File: src/rtl/note_sequencer.sv
// note_sequencer
// Duration-aware player that feeds the music box tone generator. It walks a
// synchronous note ROM one entry at a time and holds each note for its
// encoded number of duration ticks. Optional silent gap ticks can follow each
// note. It supports pause, song select with restart, and end-of-song wrap.
//
// Ports
//   clk        in   1   system clock
//   RESET      in   1   asynchronous, active-high reset
//   sound_off  in   1   1 = pause: freeze position and output silence
//   song_sel   in   1   0 = song 1 (ROM 0..255), 1 = song 2 (ROM 256..511)
//   rom_addr   out  9   {song, idx}, built from registers only
//   rom_data   in   10  [9:6] duration in ticks (0 = end marker), [5:0] note (0 = rest);
//                       valid one cycle after rom_addr
//   fullnote   out  10  {4'b0, note} while sounding, otherwise 0
//   step_idx   out  8   index of the current entry within the song
//   song_done  out  1   one-cycle pulse when playback wraps to entry 0
module note_sequencer #(
    parameter int unsigned TICK_DIV  = 1_562_500,
    parameter int unsigned GAP_TICKS = 1
) (
    input  logic       clk,
    input  logic       RESET,
    input  logic       sound_off,
    input  logic       song_sel,
    output logic [8:0] rom_addr,
    input  logic [9:0] rom_data,
    output logic [9:0] fullnote,
    output logic [7:0] step_idx,
    output logic       song_done
);

    localparam int PW = (TICK_DIV > 1) ? $clog2(TICK_DIV) : 1;
    localparam int GW = (GAP_TICKS > 0) ? $clog2(GAP_TICKS + 1) : 1;
    localparam logic [PW-1:0] TICK_LAST = PW'(TICK_DIV - 1);
    localparam logic [GW-1:0] GAP_LOAD  = GW'(GAP_TICKS);

    typedef enum logic [2:0] {
        S_IDLE,
        S_FETCH,
        S_WAIT,
        S_PLAY,
        S_GAP
    } state_t;

    state_t          r_state;
    logic            r_song;
    logic [7:0]      r_idx;
    logic [PW-1:0]   r_prescaler;
    logic [3:0]      r_durCtr;
    logic [5:0]      r_note;
    logic [GW-1:0]   r_gapCtr;
    logic            r_songDone;

    state_t          w_state;
    logic            w_song;
    logic [7:0]      w_idx;
    logic [PW-1:0]   w_prescaler;
    logic [3:0]      w_durCtr;
    logic [5:0]      w_note;
    logic [GW-1:0]   w_gapCtr;
    logic            w_songDone;
    logic            w_tick;
    logic [3:0]      w_romDur;
    logic [5:0]      w_romNote;

    assign w_romDur  = rom_data[9:6];
    assign w_romNote = rom_data[5:0];
    assign w_tick    = (r_prescaler == TICK_LAST);

    // State and datapath registers. Reset returns to IDLE with everything cleared.
    always_ff @(posedge clk or posedge RESET) begin
        if (RESET) begin
            r_state     <= S_IDLE;
            r_song      <= 1'b0;
            r_idx       <= 8'd0;
            r_prescaler <= '0;
            r_durCtr    <= 4'd0;
            r_note      <= 6'd0;
            r_gapCtr    <= '0;
            r_songDone  <= 1'b0;
        end else begin
            r_state     <= w_state;
            r_song      <= w_song;
            r_idx       <= w_idx;
            r_prescaler <= w_prescaler;
            r_durCtr    <= w_durCtr;
            r_note      <= w_note;
            r_gapCtr    <= w_gapCtr;
            r_songDone  <= w_songDone;
        end
    end

    // Next-state logic. A change of song takes priority over everything else,
    // then pause, then normal sequencing.
    always_comb begin
        w_state     = r_state;
        w_song      = r_song;
        w_idx       = r_idx;
        w_prescaler = r_prescaler;
        w_durCtr    = r_durCtr;
        w_note      = r_note;
        w_gapCtr    = r_gapCtr;
        w_songDone  = 1'b0;

        if (song_sel != r_song) begin
            w_song      = song_sel;
            w_idx       = 8'd0;
            w_prescaler = '0;
            w_state     = S_FETCH;
        end else if (sound_off) begin
            // Everything holds. A ROM read that is in flight is dropped, so
            // the read is reissued on resume.
            case (r_state)
                S_WAIT:                         w_state = S_FETCH;
                S_IDLE, S_FETCH, S_PLAY, S_GAP: w_state = r_state;
                default:                        w_state = S_IDLE;
            endcase
        end else begin
            case (r_state)
                S_IDLE:  w_state = S_FETCH;
                S_FETCH: w_state = S_WAIT;
                S_WAIT: begin
                    if (w_romDur == 4'd0) begin
                        w_idx      = 8'd0;
                        w_songDone = 1'b1;
                        w_state    = S_FETCH;
                    end else begin
                        w_durCtr    = w_romDur;
                        w_note      = w_romNote;
                        w_prescaler = '0;
                        w_state     = S_PLAY;
                    end
                end
                S_PLAY: begin
                    if (w_tick) begin
                        w_prescaler = '0;
                        w_durCtr    = r_durCtr - 4'd1;
                        if (r_durCtr == 4'd1) begin
                            if (GAP_TICKS != 0) begin
                                w_gapCtr = GAP_LOAD;
                                w_state  = S_GAP;
                            end else begin
                                w_idx      = r_idx + 8'd1;
                                w_songDone = (r_idx == 8'hFF);
                                w_state    = S_FETCH;
                            end
                        end
                    end else begin
                        w_prescaler = r_prescaler + 1'b1;
                    end
                end
                S_GAP: begin
                    if (w_tick) begin
                        w_prescaler = '0;
                        if (r_gapCtr == GW'(1)) begin
                            w_idx      = r_idx + 8'd1;
                            w_songDone = (r_idx == 8'hFF);
                            w_state    = S_FETCH;
                        end else begin
                            w_gapCtr = r_gapCtr - 1'b1;
                        end
                    end else begin
                        w_prescaler = r_prescaler + 1'b1;
                    end
                end
                default: w_state = S_IDLE;
            endcase
        end
    end

    // Silence follows pause immediately, not one cycle later.
    always_comb begin
        fullnote = 10'd0;
        if ((r_state == S_PLAY) && !sound_off) begin
            fullnote = {4'b0000, r_note};
        end
    end

    assign rom_addr  = {r_song, r_idx};
    assign step_idx  = r_idx;
    assign song_done = r_songDone;

endmodule

File: config.mk
export PLATFORM = sky130hd
export DESIGN_NAME = note_sequencer
export DESIGN_NICKNAME = d
export VERILOG_FILES = /design/src/rtl/note_sequencer.sv
export SDC_FILE = /design/constraint.sdc
export NUM_CORES = 1
export LEC_CHECK = 0
export ABC_AREA = 1
export BUFFER_PORTS_ARGS = -buffer_cell sky130_fd_sc_hd__buf_2
export CAP_MARGIN = 30
export CORE_MARGIN = 3
export CORE_UTILIZATION = 56
export CTS_CLUSTER_SIZE = 16
export DETAILED_ROUTE_END_ITERATION = 8
export GPL_TIMING_DRIVEN = 0
export PLACE_DENSITY_LB_ADDON = 0.12
export SLEW_MARGIN = 20
export SYNTH_ARGS = -nofsm -noshare
export SYNTH_HDL_FRONTEND = slang
export SYNTH_SLANG_ARGS = --single-unit
File: constraint.sdc
create_clock -name clk -period 4.9 [get_ports clk]
set_input_delay 0 -clock clk [delete_from_list [all_inputs] [get_ports clk]]
set_output_delay 0 -clock clk [all_outputs]
set_load 0.05 [all_outputs]
==> results.yml, run 1 <==
drt:
  routed_wire_length_per_instance_um: 12.40
  dr_total_vias: 2903
  drt_drc_violations_left: 0
  drt.antenna.violating_nets: 0
  drt_iter0_drc: 233
  routed_via_density: 5.147
  number_of_search_and_repair_iterations_in_the_first_detailed_routing_pass: 7
  routed_wl_um: 6996
setup_path:
  critical_path_class: "flip-flop to flip-flop"
  worstPathArrival_ns: 2.13
  crit_path_top_delay_cell: "sky130_fd_sc_hd__dfrtp_1"
  endpoint_kind: "flip-flop"
  crit_path_max_fanout: 10
  timing.critical_path.cells: "ha_1 > nand2_1 > nor3_1 > nand2_1 > nor2_8 > nand2_2 > nand2_1 > nand2_2 > buf_6 > nand2_2 > o21ai_2"
  reg2reg_depth: 11
  crit_path_start_kind: "flip-flop"
  critical_path.max_stage_delay_ns: 0.41
  required_ns: 5.10
die:
  core.rowCount: 26
  io-pin-count: 42
  floorplan.initialDensity_pct: 58.66
  fp.dieArea_mm2: 0.006338
  die_h_um: 79.61
  fp.dieW_um: 79.61
  core_area_mm2: 0.005172
clock_tree:
  clock-root-buffer: "sky130_fd_sc_hd__clkbuf_8"
  clkSlewWorstSetupHoldPaths_ns: 0.09
  post-cts-setup-buffers: 0
  tritoncts_num_sinks: 45
  clock_path_buffers: 2
  cts_made_buffers: 5
  cts-hold-fix-buffers: 8
  cts.htree.levels: 2
  clk-insertion-delay-late_ns: 0.30
  cts_tree: "yes"
  post_cts_resize_count: 0
min_path:
  timing.hold.worst.class: "input pin to flip-flop"
  cells_on_worst_hold_path: 3
sta:
  setup-tns-final_ns: 0
  setup_viol_count_final: 0
  grt_setup_unrepaired: "no"
  max_slew_margin_vs_limit_pct: 64.44
  period_minus_slack_ns: 1.935
  hold-worst-slack_ns: 0.06249
  finalHoldViolCount: 0
  period_share_pct: 39.49
  finalMaxSlewViolations: 0
  fmaxAchievable_mhz: 516.8
  worst_clock_skew_ns: 0.003388
  tightestPinTransition_ns: 0.5294
synthesis:
  yosys_register_bits: 45
  synth_seq_area_share_pct: 37.11
  synth.lib_cells_used.distinct: 32
  synth_area_mm2: 0.003034
  syn-instance-count: 437
  edff_count_synth: 0
  synth.top_cells.by_area: "sky130_fd_sc_hd__dfrtp_1, sky130_fd_sc_hd__nand2_1, sky130_fd_sc_hd__nor2_1"
  yosys_warnings: 0
  synth_top_flop_cell: "sky130_fd_sc_hd__dfrtp_1"
  synth_area_per_cell_um2: 6.943
  ys_async_sr_fraction_pct: 100.0
  netlist.top_cell.by_area: "sky130_fd_sc_hd__dfrtp_1"
  synth_top_area_share_pct: 37.11
final_layout:
  post-route-util_pct: 68.31
  layout-area-overhead-vs-synth_pct: 16.45
  stdcell_area_mm2: 0.003533
  diodes: 0
  drive_gt1_share_pct: 19.23
  finish.net_count: 511
grt:
  number_of_antenna_violations_at_the_first_check_in_global_routing: 0
  grt_pass1_vias: 2810
  grt_first_pass_wirelength_um: 12120
  groute.usage.overall_pct: 23.85
  gr-total-overflow: 0
  grt_max_degree: 33
pwr:
  peakVddDrop_uv: 238.4
  internal_power_uw: 682.4
  pwr_cell_area_mw_per_mm2: 306.6
  power_frac_seq_pct: 41.6
  p_leak_nw: 1.749
  power.switching_fraction_pct: 37.02
  clock_power_share_pct: 27.0
  net-switching-power_uw: 401.1
  combinationalPowerShare_pct: 31.4
placed_design:
  globalplace.congestion: 0.9224
  placed_area_mm2: 0.003338
  dp_hpwl_um: 5234
  portBuffers: 37
flow_run:
  max-cap-violations: 0
status:
  result_of_the_run: "finished, final reports clean"
==> flip-flops by register name, indices dropped and copies added, names as in the netlist <==
register	cells
r_durCtr	4
r_gapCtr	1
r_note	6
r_prescaler	21
r_song	1
r_state	3
song_done	1
step_idx	8
==> through the flow <==
stage                     std cells  worst slack (ns)  total power, mW
after floorplan                 440             3.225           0.7098
after global placement          547             3.023           0.7802
after detailed placement        548             2.984           0.7889
after CTS                       564             2.979            1.091
after global routing            564             2.736            1.162
final                           564             2.965            1.083
==> Yosys cell counts (2+ instances only) <==
master	instances
sky130_fd_sc_hd__nand2_1	111
sky130_fd_sc_hd__nand3_1	31
sky130_fd_sc_hd__inv_1	57
sky130_fd_sc_hd__o21ai_1	5
sky130_fd_sc_hd__o21ai_0	19
sky130_fd_sc_hd__clkbuf_1	2
sky130_fd_sc_hd__nor3_1	10
sky130_fd_sc_hd__buf_2	2
sky130_fd_sc_hd__ha_1	4
sky130_fd_sc_hd__nor2_1	66
sky130_fd_sc_hd__o21ai_2	8
sky130_fd_sc_hd__a21oi_1	14
sky130_fd_sc_hd__xor2_1	2
sky130_fd_sc_hd__o21bai_1	2
sky130_fd_sc_hd__nand2_2	9
sky130_fd_sc_hd__inv_2	4
sky130_fd_sc_hd__buf_4	14
sky130_fd_sc_hd__buf_6	2
sky130_fd_sc_hd__nor2_8	2
sky130_fd_sc_hd__nand4_1	17
sky130_fd_sc_hd__dfrtp_1	45
==> cell families after synthesis <==
logic type	after synthesis	share of synthesized area, %
buffers and inverters	82	12.54
adder cells (fa/ha/maj)	4	1.650
AO/OA/AOI/OAI	50	9.897
AND/OR/NAND/NOR	251	36.91
XOR/XNOR	4	1.773
other	1	0.1236
flip-flops	45	37.11
==> final timing paths <==
check | from | to | slack [ns]
worst min register to register | r_gapCtr | r_gapCtr | 0.53
worst max-delay path | r_prescaler[0] | step_idx[7] | 2.97
worst max register to register | r_prescaler[0] | step_idx[7] | 2.97
min in group asynchronous | RESET | r_note[5] | 0.20
max in group asynchronous | RESET | r_prescaler[13] | 4.22
worst min-delay path | rom_data[8] | r_durCtr[2] | 0.06
==> power groups by stage <==
stage	Combinational, mW	Sequential (mW)	Clock [mW]
final	0.340	0.451	0.292
after global routing	0.387	0.458	0.317
after CTS	0.340	0.450	0.300
after detailed placement	0.330	0.458	0
after global placement	0.322	0.458	0
after floorplan	0.258	0.452	0
==> layout make-up <==
class	count	area [um2]
well taps	70	87.58
plain buffers	20	145.1
flip-flops and latches	45	1126
fillers	447	1639
repair buffers	46	285.3
clock inverters	3	46.29
multi-input cells	313	1539
inverters	62	235.2
clock buffers	5	68.82
==> layout by cell type (no fill, tap or decap), types with 4 or more instances in the layout <==
master | Yosys | final
sky130_fd_sc_hd__nand2_2 | 9 | 9
sky130_fd_sc_hd__nor3_1 | 10 | 10
sky130_fd_sc_hd__o21ai_0 | 19 | 19
sky130_fd_sc_hd__dlygate4sd3_1 | 0 | 8
sky130_fd_sc_hd__ha_1 | 4 | 4
sky130_fd_sc_hd__dfrtp_1 | 45 | 45
sky130_fd_sc_hd__buf_2 | 2 | 39
sky130_fd_sc_hd__inv_1 | 57 | 56
sky130_fd_sc_hd__buf_4 | 14 | 14
sky130_fd_sc_hd__clkbuf_8 | 0 | 5
sky130_fd_sc_hd__a21oi_1 | 14 | 14
sky130_fd_sc_hd__nand3_1 | 31 | 31
sky130_fd_sc_hd__o21ai_1 | 5 | 5
sky130_fd_sc_hd__conb_1 | 1 | 4
sky130_fd_sc_hd__nor2_1 | 66 | 66
sky130_fd_sc_hd__o21ai_2 | 8 | 8
sky130_fd_sc_hd__nand2_1 | 111 | 111
sky130_fd_sc_hd__nand4_1 | 17 | 17
sky130_fd_sc_hd__inv_2 | 4 | 5
==> worst max-delay path, delay by kind of cell, from the launching register on <==
family,cells,cell delay [ns]
simple gates,8,0.96
flops,1,0.41
fa+ha+maj,1,0.24
buf+inv,1,0.19
compound gates,1,0.05
==> per-layer routing <==
metal	vias up	GRT usage, %	part of all wire (%)
met2	100	39.57	47
met5	-	0	0
met1	1306	30.98	47
met4	0	8.591	1.6
met3	13	4.402	4.9
li1	1484	-	-
Power figures use the tool's default switching activity.
==> inputs of run 2 (changes only) <==
clock period = 2 ns   (was 4.9 ns; I/O delays follow)
==> results.yml, run 2 (synthesized netlist as in run 1, its figures left out) <==
final_layout:
  mostFrequentLayoutCell: "sky130_fd_sc_hd__nand2_1"
  layout-area-overhead-vs-synth_pct: 17.77
  diodes: 0
  number_of_flip_flops_under_the_largest_register_name: 21
  multiInputGateArea_mm2: 0.001564
  drive_gt1_share_pct: 21.17
  mostFrequentLayoutCells: "sky130_fd_sc_hd__nand2_1, sky130_fd_sc_hd__nor2_1, sky130_fd_sc_hd__inv_1"
  storage_cell_area_mm2: 0.001126
  fill_cells: 445
  top_register: "r_prescaler"
  final_cell_count_without_fillers: 566
  finish.net_count: 513
clock_tree:
  tritoncts_num_sinks: 45
  clk-insertion-delay-late_ns: 0.30
  clkSlewWorstSetupHoldPaths_ns: 0.09
  clock-root-buffer: "sky130_fd_sc_hd__clkbuf_8"
  cts.htree.levels: 2
  clock_path_buffers: 2
  cts_made_buffers: 5
  cts_tree: "yes"
placed_design:
  place_inst: 548
  globalplace.congestion: 0.9224
  portBuffers: 37
  dp_hpwl_um: 5234
die:
  fp.dieArea_mm2: 0.006338
  floorplan.initialDensity_pct: 58.66
  die_h_um: 79.61
  io-pin-count: 42
  fp.dieW_um: 79.61
  core.rowCount: 26
  core_area_mm2: 0.005172
grt:
  grt_first_pass_wirelength_um: 12120
  gr-total-overflow: 0
  grt_pass1_vias: 2810
  grt_max_degree: 33
  number_of_antenna_violations_at_the_first_check_in_global_routing: 0
  groute.usage.overall_pct: 23.85
setup_path:
  setup.reg_to_reg.worst_slack_ns: 0.20
  endpoint_kind: "flip-flop"
  timing.critical_path.cells: "ha_2 > nand2_1 > nor3_2 > nand2_1 > nor2_8 > nand2_2 > nand2_1 > nand2_2 > buf_6 > nand2_2 > o21ai_2"
  rr_endpoint: "step_idx[7]"
  worstPathArrival_ns: 2.01
  critPathCapture: "step_idx[7]"
  required_ns: 2.20
  worstPathBufferInverterCount: 1
  reg2reg_depth: 11
  timing.critical_path.max_delay_family: "simple AND/OR/NAND/NOR gates"
  worst_setup_path_startpoint: "r_prescaler[0]"
  critical_path_class: "flip-flop to flip-flop"
  crit_path_max_fanout: 10
  critical_path.reg2reg.startpoint: "r_prescaler[0]"
  path_depth: 11
  critical_path.max_stage_delay_ns: 0.40
  crit_path_top_delay_cell: "sky130_fd_sc_hd__dfrtp_1"
  crit_path_start_kind: "flip-flop"
drt:
  drt_iter0_drc: 221
  drt_drc_violations_left: 0
  drt.antenna.violating_nets: 0
  routed_wl_um: 7088
  routed_via_density: 5.205
  dr_total_vias: 2946
  routed_wire_length_per_instance_um: 12.52
  number_of_search_and_repair_iterations_in_the_first_detailed_routing_pass: 5
pwr:
  pwr_cell_area_mw_per_mm2: 750.4
  peakVddDrop_uv: 606.1
  p_leak_nw: 1.763
sta:
  max_slew_margin_vs_limit_pct: 63.85
  tightestPinTransition_ns: 0.5382
  finalHoldViolCount: 0
  worst_clock_skew_ns: 0.004876
  fmaxAchievable_mhz: 554.7
  grt_setup_unrepaired: "no"
  period_minus_slack_ns: 1.803
  setup_viol_count_final: 0
  finalMaxSlewViolations: 0
  period_share_pct: 90.14
  setup-tns-final_ns: 0
status:
  result_of_the_run: "finished, final reports clean"
min_path:
  timing.hold.worst.class: "input pin to flip-flop"
flow_run:
  max-cap-violations: 0
run 2: cell type report:
type                            instances  area share [%]
Timing Repair Buffer                   48           8.403
Buffer                                 20           4.062
Clock buffer                            5           1.926
Sequential cell                        45           31.51
Tap cell                               70           2.451
Inverter                               62           6.583
Multi-Input combinational cell        313           43.77
Clock inverter                          3           1.296
run 2: per-stage QoR:
step / power (mW) / util, % / setup WS, ns / hold slack, ns / instance area [um2]
2_1_floorplan: 1.739 / - / 0.3252 / 0.09761 / 3045
3_3_place_gp: 1.911 / 64.15 / 0.1231 / 0.2048 / 3318
3_5_place_dp: 1.933 / 64.54 / 0.08392 / -0.02352 / 3338
4_1_cts: 2.673 / 68.31 / 0.07886 / 0.05631 / 3533
5_1_grt: 2.866 / 69.09 / 0.01579 / 0.08242 / 3573
6_report: 2.682 / 69.09 / 0.1973 / 0.05709 / 3573
run 2: layer usage:
metal,routed length [um],GRT usage [%],vias up
li1,-,-,1482
met1,3147,30.98,1321
met2,3353,39.57,128
met3,456,4.402,15
met4,131,8.591,0
met5,0,0,-
run 2: power by group:
part,total [mW],switching (mW),internal (mW)
combinational,0.851,0.575,0.276
sequential,1.11,0.0764,1.03
clock,0.724,0.349,0.375
total,2.68,1.00,1.68
run 2: tightest hold or removal path: stages:
cell and delay, ns:
sky130_fd_sc_hd__buf_2 0.08, sky130_fd_sc_hd__o21ai_0 0.08, sky130_fd_sc_hd__o21ai_1 0.16
run 2: worst min path at each step:
stage | startpoint | end | cells after the start
5_1_grt | rom_data[8] | r_durCtr[2] | 3
4_1_cts | rom_data[8] | r_durCtr[2] | 3
2_1_floorplan | song_sel | r_song | 1
6_report | rom_data[8] | r_durCtr[2] | 3
3_5_place_dp | RESET | r_note[5] | 2
3_3_place_gp | rom_data[2] | r_note[2] | 3
run 2: repair_timing:
action / 4_1_cts / 5_1_grt
hold buffers: 8 / 0
hold endpoints to repair: 52 / 0
buffers inserted: 0 / 2
setup endpoints to repair: 0 / 25
resized for setup: 0 / 8
==> inputs of run 3 (changes only) <==
CORE_ASPECT_RATIO = 1.4   (was default)
==> results.yml, run 3 (synthesized netlist as in run 1, its figures left out) <==
status:
  result_of_the_run: "finished, final reports clean"
sta:
  grt_setup_unrepaired: "no"
  period_minus_slack_ns: 1.846
  setup_ws_ns: 0.1536
  fmaxAchievable_mhz: 541.6
  period_share_pct: 92.32
  finalHoldViolCount: 0
  worst_clock_skew_ns: 0.006078
  finalMaxSlewViolations: 0
  tightestPinTransition_ns: 0.5358
  max_slew_margin_vs_limit_pct: 64.00
  setup-tns-final_ns: 0
  setup_viol_count_final: 0
clock_tree:
  post-cts-setup-buffers: 0
  clk-insertion-delay-late_ns: 0.30
  clock_path_buffers: 2
  cts_made_buffers: 5
  clock-root-buffer: "sky130_fd_sc_hd__clkbuf_8"
  clkSlewWorstSetupHoldPaths_ns: 0.09
  tritoncts_num_sinks: 45
  cts.htree.levels: 2
  cts_tree: "yes"
pwr:
  peakVddDrop_uv: 670.4
  pwr_cell_area_mw_per_mm2: 755.4
  p_leak_nw: 1.755
setup_path:
  timing.critical_path.cells: "ha_2 > nand2_1 > nor3_2 > nand2_1 > nor2_8 > nand2_2 > nand2_1 > nand2_2 > buf_6 > nand2_2 > o21ai_2"
  rr_endpoint: "step_idx[2]"
  required_ns: 2.20
  worstPathArrival_ns: 2.05
  reg2reg_depth: 11
  critical_path.max_stage_delay_ns: 0.41
  critical_path_class: "flip-flop to flip-flop"
  crit_path_top_delay_cell: "sky130_fd_sc_hd__dfrtp_1"
  endpoint_kind: "flip-flop"
  crit_path_start_kind: "flip-flop"
  crit_path_max_fanout: 10
  setup.reg_to_reg.worst_slack_ns: 0.15
  critical_path.reg2reg.startpoint: "r_prescaler[0]"
  worst_setup_path_startpoint: "r_prescaler[0]"
  critPathCapture: "step_idx[2]"
grt:
  grt_first_pass_wirelength_um: 12160
  gr-total-overflow: 0
  groute.usage.overall_pct: 24.99
  grt_pass1_vias: 2729
  number_of_antenna_violations_at_the_first_check_in_global_routing: 0
  grt_max_degree: 32
placed_design:
  portBuffers: 37
  globalplace.congestion: 0.9172
  placement.setup.worst_slack_ns: 0.1068
  dp_hpwl_um: 5403
final_layout:
  mostFrequentLayoutCell: "sky130_fd_sc_hd__nand2_1"
  fill_cells: 462
  number_of_flip_flops_under_the_largest_register_name: 21
  layout-area-overhead-vs-synth_pct: 16.99
  finish.net_count: 511
  mostFrequentLayoutCells: "sky130_fd_sc_hd__nand2_1, sky130_fd_sc_hd__nor2_1, sky130_fd_sc_hd__inv_1"
  diodes: 0
  top_register: "r_prescaler"
  drive_gt1_share_pct: 20.24
die:
  floorplan.initialDensity_pct: 58.38
  core.rowCount: 31
  io-pin-count: 42
  fp.dieArea_mm2: 0.006350
  die_h_um: 93.10
  core_area_mm2: 0.005197
  fp.dieW_um: 68.21
drt:
  routed_wl_um: 7235
  routed_wire_length_per_instance_um: 12.92
  drt_iter0_drc: 175
  drt.antenna.violating_nets: 0
  dr_total_vias: 2909
  routed_via_density: 5.195
  drt_drc_violations_left: 0
  number_of_search_and_repair_iterations_in_the_first_detailed_routing_pass: 5
flow_run:
  max-cap-violations: 0
min_path:
  timing.hold.worst.class: "input pin to flip-flop"
run 3: cell count changes in the layout (fill, tap and decap cells not counted), sizes merged:
cell      delta
clkinvlp     -1
clkbuf       +2
buf          -2
clkinv       -1
run 3: through the flow:
stage	instances	power [mW]	hold WS [ns]	utilization [%]	cell area [um2]
finish	560	2.681	0.02973	68.30	3550
global route	560	2.853	0.1024	68.30	3550
CTS	560	2.690	0.02467	67.91	3530
detailed placement	544	1.945	-0.009937	64.13	3333
global placement	543	1.911	0.2051	63.75	3313
floorplan	440	1.739	0.09761	-	3045
run 3: final cells by class:
class / count / area (um2) / share of cell area, %
Buffer: 20 / 145.1 / 4.089
Sequential cell: 45 / 1126 / 31.72
Inverter: 62 / 235.2 / 6.627
Clock buffer: 7 / 86.33 / 2.432
Tap cell: 66 / 82.58 / 2.326
Clock inverter: 1 / 30.03 / 0.8460
Multi-Input combinational cell: 313 / 1559 / 43.92
Timing Repair Buffer: 46 / 285.3 / 8.037
run 3: worst min-delay path by stage:
| stage | start | end | cells after the start |
|---|---|---|---|
| floorplan | song_sel | r_song | 1 |
| global placement | rom_data[4] | r_note[4] | 3 |
| detailed placement | RESET | r_prescaler[19] | 2 |
| CTS | rom_data[8] | r_durCtr[2] | 3 |
| global route | rom_data[8] | r_durCtr[2] | 3 |
| finish | rom_data[8] | r_durCtr[2] | 3 |
run 3: worst max-delay path, delay by kind of cell, from the launching register on:
family	cells	cell delay [ns]
flops	1	0.41
compound gates	1	0.05
fa+ha+maj	1	0.23
simple gates	8	0.86
buf+inv	1	0.19
run 3: repair_timing:
action,CTS,global route
gates resized for setup,0,6
endpoints found under the setup margin,0,23
hold buffers,8,0
endpoints found under the hold margin,45,0
run 3: power breakdown:
part / internal (mW) / switching, mW
clock network: 0.408 / 0.324
logic: 0.269 / 0.572
registers: 1.03 / 0.0765
total: 1.71 / 0.973
run 3: layer usage:
metal  GRT usage [%]  wire [um]  vias to the layer above
li1                -          -                     1478
met1           30.48       3073                     1334
met2           43.04       3678                       84
met3           3.846        333                       13
met4           9.453        150                        0
met5               0          0                        -
